$ cat src/rtl/zeroheti_pkg.sv
// zeroheti_pkg: shared address map, interrupt controller register offsets and CLAIM field layout
package zeroheti_pkg;

   typedef struct packed {
      logic [31:0] base;
      logic [31:0] last;
   } addr_rule_t;

   typedef struct packed {
      addr_rule_t hetic;
   } addr_map_t;

   localparam addr_map_t AddrMap = '{hetic: '{base: 32'h0003_0000, last: 32'h0003_0fff}};

   localparam logic [2:0] OffPending = 3'd0;
   localparam logic [2:0] OffEnable  = 3'd1;
   localparam logic [2:0] OffEdge    = 3'd2;
   localparam logic [2:0] OffClaim   = 3'd3;
   localparam logic [2:0] OffPrio    = 3'd4;

   localparam int ClaimValidBit = 31;
   localparam int ClaimPrioLsb  = 8;
   localparam int ClaimIdLsb    = 0;

   localparam int NrIrqsDefault = 8;
   localparam int IrqIdWidth    = $clog2(NrIrqsDefault);

endpackage

$ cat src/rtl/irq_prio_arb.sv
// irq_prio_arb: combinational winner select, highest nonzero priority, ties to lowest index
module irq_prio_arb #(
   parameter int NrIrqs    = 8,
   parameter int PrioWidth = 4
) (
   input  logic [NrIrqs-1:0]           req_i,
   input  logic [NrIrqs*PrioWidth-1:0] prio_i,
   output logic                        valid_o,
   output logic [$clog2(NrIrqs)-1:0]   id_o,
   output logic [PrioWidth-1:0]        prio_o
);
   localparam int IdW = $clog2(NrIrqs);

   // strict compare keeps the lowest index on ties; prio 0 never beats the zero seed
   always_comb begin
      id_o   = '0;
      prio_o = '0;
      for (int i = 0; i < NrIrqs; i++) begin
         if (req_i[i] && prio_i[i*PrioWidth +: PrioWidth] > prio_o) begin
            id_o   = IdW'(i);
            prio_o = prio_i[i*PrioWidth +: PrioWidth];
         end
      end
   end

   assign valid_o = prio_o != '0;

endmodule

$ cat src/rtl/apb_irq_ctrl.sv
// apb_irq_ctrl: APB-programmable interrupt controller with edge/level sources
// and a registered highest-priority request towards the core
module apb_irq_ctrl
   import zeroheti_pkg::*;
#(
   parameter int NrIrqs    = 8,
   parameter int PrioWidth = 4
) (
   input  logic                      clk_i,
   input  logic                      rst_i,
   input  logic                      psel_i,
   input  logic                      penable_i,
   input  logic                      pwrite_i,
   input  logic [31:0]               paddr_i,
   input  logic [31:0]               pwdata_i,
   output logic [31:0]               prdata_o,
   output logic                      pready_o,
   output logic                      pslverr_o,
   input  logic [NrIrqs-1:0]         irq_src_i,
   output logic                      irq_valid_o,
   output logic [$clog2(NrIrqs)-1:0] irq_id_o,
   output logic [PrioWidth-1:0]      irq_prio_o
);
   localparam int IdW = $clog2(NrIrqs);
   localparam int PW  = NrIrqs * PrioWidth;

   logic [NrIrqs-1:0] src_q, pend_q, en_q, edge_q, edge_d, pend, pend_d, rise, w1c, claim_clr;
   logic [PW-1:0] prio_q;
   logic [2:0] off;
   logic acc, wr, rd, arb_valid;
   logic [IdW-1:0] arb_id;
   logic [PrioWidth-1:0] arb_prio;
   logic [31:0] claim_word, rdata;
   logic unused_bits;

   assign off = paddr_i[4:2];
   assign acc = psel_i & penable_i;
   assign wr  = acc & pwrite_i;
   assign rd  = acc & ~pwrite_i;

   // level sources mirror the sampled input; only edge sources hold state in pend_q
   assign pend      = (edge_q & pend_q) | (~edge_q & src_q);
   assign rise      = irq_src_i & ~src_q;
   assign w1c       = (wr && off == OffPending) ? pwdata_i[NrIrqs-1:0] : '0;
   assign claim_clr = (rd && off == OffClaim && irq_valid_o) ? NrIrqs'(1) << irq_id_o : '0;
   assign edge_d    = (wr && off == OffEdge) ? pwdata_i[NrIrqs-1:0] : edge_q;
   // set beats clear; an EDGE change (or level mode) drops the stored bit
   assign pend_d    = ((pend_q & ~(w1c | claim_clr)) | rise) & edge_q & edge_d;

   irq_prio_arb #(
      .NrIrqs   (NrIrqs),
      .PrioWidth(PrioWidth)
   ) u_arb (
      .req_i  (pend & en_q),
      .prio_i (prio_q),
      .valid_o(arb_valid),
      .id_o   (arb_id),
      .prio_o (arb_prio)
   );

   always_comb begin
      claim_word                         = '0;
      claim_word[ClaimValidBit]          = irq_valid_o;
      claim_word[ClaimPrioLsb +: 8]      = 8'(irq_prio_o);
      claim_word[ClaimIdLsb +: 8]        = 8'(irq_id_o);
      rdata = off == OffPending ? 32'(pend) :
              off == OffEnable  ? 32'(en_q) :
              off == OffEdge    ? 32'(edge_q) :
              off == OffClaim   ? claim_word :
              off == OffPrio    ? 32'(prio_q) : '0;
   end

   assign prdata_o    = (rd && !rst_i) ? rdata : '0;
   assign pslverr_o   = acc && !rst_i && (off > OffPrio || (off == OffClaim && pwrite_i));
   assign pready_o    = 1'b1;
   assign unused_bits = ^{paddr_i, pwdata_i};

   always_ff @(posedge clk_i or posedge rst_i) begin
      if (rst_i) begin
         src_q       <= '0;
         pend_q      <= '0;
         en_q        <= '0;
         edge_q      <= '0;
         prio_q      <= '0;
         irq_valid_o <= 1'b0;
         irq_id_o    <= '0;
         irq_prio_o  <= '0;
      end else begin
         src_q       <= irq_src_i;
         pend_q      <= pend_d;
         edge_q      <= edge_d;
         if (wr && off == OffEnable) en_q <= pwdata_i[NrIrqs-1:0];
         if (wr && off == OffPrio) prio_q <= PW'(pwdata_i);
         irq_valid_o <= arb_valid;
         irq_id_o    <= arb_id;
         irq_prio_o  <= arb_prio;
      end
   end

endmodule

$ cat config.mk
export PLATFORM = sky130hd
export DESIGN_NAME = apb_irq_ctrl
export DESIGN_NICKNAME = d
export VERILOG_FILES = /design/src/rtl/zeroheti_pkg.sv /design/src/rtl/irq_prio_arb.sv /design/src/rtl/apb_irq_ctrl.sv
export SDC_FILE = /design/constraint.sdc
export NUM_CORES = 1
export LEC_CHECK = 0
export ABC_AREA = 1
export CELL_PAD_IN_SITES_DETAIL_PLACEMENT = 0
export CELL_PAD_IN_SITES_GLOBAL_PLACEMENT = 2
export CORE_UTILIZATION = 30
export DETAILED_ROUTE_END_ITERATION = 7
export HOLD_SLACK_MARGIN = 0.15
export PLACE_DENSITY_LB_ADDON = 0.1
export SLEW_MARGIN = 20
export SYNTH_ARGS = -nofsm -noshare
export SYNTH_HDL_FRONTEND = slang
export SYNTH_HIERARCHICAL = 1
export SYNTH_SLANG_ARGS = --single-unit
$ cat constraint.sdc
create_clock -name clk_i -period 17.91 [get_ports clk_i]
set_input_delay 2.6865 -clock clk_i [delete_from_list [all_inputs] [get_ports clk_i]]
set_output_delay 2.6865 -clock clk_i [all_outputs]
set_load 0.005 [all_outputs]
==> impl_metrics.tcl <==
set metrics [dict create \
    ys_seq_area_share_pct 36.5 \
    dpl_cell_area_um2 6020 \
    power_density_nw_per_um2 107 \
    htreeDepth 3 \
    critPathKind "reg2reg" \
    ys_warn_count 6 \
    fmax_ghz 0.114 \
    root_buffer "clkbuf_16" \
    irDropWorstVdd_mv 0.0515 \
    maxSlewHeadroom_pct 32.1 \
    grt_pass1_vias 4554 \
    drtAntennaViolNets 0 \
    gp_congestion 0.804 \
    slowest_delay_ps 390 \
    cts_made_buffers 9 \
    path_common_cell "nand2_1" \
    cp_max_fo 10 \
    ios 119 \
    die_y_um 130 \
    initial_core_util_pct 30.9 \
    clkLatencyLatePin_ps 340 \
    synth_edf_count 0 \
    p_leak_nw 2.97 \
    portBuffers 88 \
    worst_pin_slew_ps 1020 \
    drc 0 \
    grt_max_degree 56 \
    vias 4665 \
    cp.arrival_ps 9040 \
    cts_sinks 72 \
    grt_antenna_before_repair 0 \
    dieArea_um2 17000 \
    setup-tns-final_ps 0 \
    fin_nets 889 \
    synth_area_um2 4940 \
    cp_slowest_cell "dfrtp_1" \
    first_pass_iters 4 \
    cts_tree "yes" \
    cts.repair.resized 0 \
    drive_gt1_share_pct 9.21 \
    dp_hpwl_mm 11.0 \
    postCtsHoldBufs 0 \
    place_inst 993 \
    cap_violations 0 \
    yosys.area.top_type "dfrtp_1" \
    rsz0062_at_grt "false" \
    status "complete, no violations" \
    hp-class "reg2reg" \
    p_sw_mw 0.268 \
    pwr-share-clk_pct 27.2 \
    num_antenna_cells 0 \
    synth_top_cells_by_count "nand2_1 (205), inv_1 (89), nand3_1 (75), dfrtp_1 (72), o21ai_0 (67)" \
    p_int_mw 0.408 \
    synth.most_common_cell "nand2_1" \
    grtUsageTotal_pct 19.0 \
    startpoint_type "register" \
    end_kind "register" \
    syn_area_per_cell_um2 7.01 \
    vias_per_cell 4.62 \
    setup_viol_count_final 0 \
    ys_ff_latch 72 \
    stdcell_count 1009 \
    path_clk_slew_ps 60 \
    synth_cells 705 \
    die_w_um 130 \
    comb_power_share_pct 39.5 \
    synth_top_cell_area_share_pct 36.5 \
    final_area_um2 6310 \
    maxSlewViolCount 0 \
    required_ps 18140 \
    overflow 0 \
    synth-async-reset-ratio_pct 100 \
    synth_area_leaders "dfrtp_1 (36%), nand2_1 (16%), nand3_1 (7.6%), o21ai_0 (6.8%), inv_1 (6.8%)" \
    switching_share_pct 39.7 \
    postLayoutCoreUtil_pct 39.4 \
    seqPwrFrac_pct 33.3 \
    layout_min_cycle_time_ps 8810 \
    skew_ps 6.56 \
    drt-initial-drc-count 229 \
    area_growth_pct 27.7 \
    wl_per_cell_um 14.6 \
    fp-row-count 46 \
    grt_pass1_wl_mm 24.3 \
    drt_wl_total_mm 14.7 \
    synthesis.nets 806 \
    period_share_pct 49.2 \
    clockBufferDepth 2 \
    hold_viol 0 \
    core_um2 16000 \
    synth_cell_type_count 33 \
    ys.flop_type "dfrtp_1" \
    cts_setup_buffers 0 \
]
metrics by stage:
stage	worst slack, ps	hold slack (ps)	power (mW)
2_1_floorplan	10030	453	0.416
3_3_place_gp	9110	467	0.494
3_5_place_dp	9000	475	0.498
4_1_cts	8960	490	0.687
5_1_grt	7920	518	0.741
6_report	9100	487	0.676
placed cells by master (no fill, tap or decap), drive strengths merged:
cell type	instances
nor2	67
inv	92
ha	24
and2	1
dfrtp	72
nand3	84
nand4	6
nor3	2
clkbuf	11
conb	1
o21bai	8
nor4	1
clkinv	5
nand2	226
bufinv	1
or2	3
o21a	2
o21ai	69
a21oi	21
o41a	1
o211ai	3
a21boi	1
clkdlybuf4s50	88
buf	4
layer usage:
| metal | part of all wire [%] | up-vias | GRT usage (%) | wire (um) |
|---|---|---|---|---|
| met1 | 48 | 2136 | 25.5 | 7000 |
| met3 | 4.0 | 10 | 2.71 | 584 |
| met2 | 47 | 86 | 31.1 | 6930 |
| met5 | 0 | - | 0 | 0 |
| met4 | 1.3 | 0 | 6.50 | 198 |
| li1 | - | 2433 | - | - |
worst max-delay path, delay by kind of cell (launching register included):
family / cells / cell delay [ps]
compound gates: 11 / 1840
fa+ha+maj: 7 / 1990
buf+inv: 8 / 660
flops: 1 / 390
simple gates: 35 / 3780
power groups by stage:
stage	sequential (mW)	clock [mW]	combinational [mW]
floorplan	0.215	0	0.201
global placement	0.229	0	0.266
detailed placement	0.229	0	0.269
CTS	0.226	0.190	0.271
global route	0.230	0.197	0.314
finish	0.225	0.184	0.267
flip-flops by register name (all words and copies together), names as in the netlist:
name         count
en_q             8
edge_q           8
irq_valid_o      1
src_q            8
pend_q           8
prio_q          32
irq_prio_o       4
irq_id_o         3
worst paths after layout:
check	from	slack, ps	to	cells after the start
max in group asynchronous	rst_i	14060	edge_q[4]$_DFF_PP0_	3
min in group asynchronous	rst_i	2760	prio_q[10]$_DFFE_PP0P_	2
setup reg to reg	edge_q[0]$_DFF_PP0_	9100	irq_valid_o$_DFF_PP0_	61
setup / recovery	edge_q[0]$_DFF_PP0_	9100	irq_valid_o$_DFF_PP0_	61
hold reg to reg	en_q[5]$_DFFE_PP0P_	490	en_q[5]$_DFFE_PP0P_	2
hold / removal	en_q[5]$_DFFE_PP0P_	490	en_q[5]$_DFFE_PP0P_	2
cell type report:
type                    count  area, um^2
fillers                  1766        9690
clock buffers              11         233
repair buffers             92         911
inverters                  93         349
multi-input cells         520        2690
flip-flops and latches     72        1800
well taps                 216         270
clock inverters             5        57.6
cell families after synthesis:
family	Yosys count	synth area share [%]
buf+inv	113	9.12
other cells	1	0.0759
flops	72	36.5
compound gates	105	11.6
fa+ha+maj	24	6.08
simple gates	390	36.6
Power figures use the tool's default switching activity.
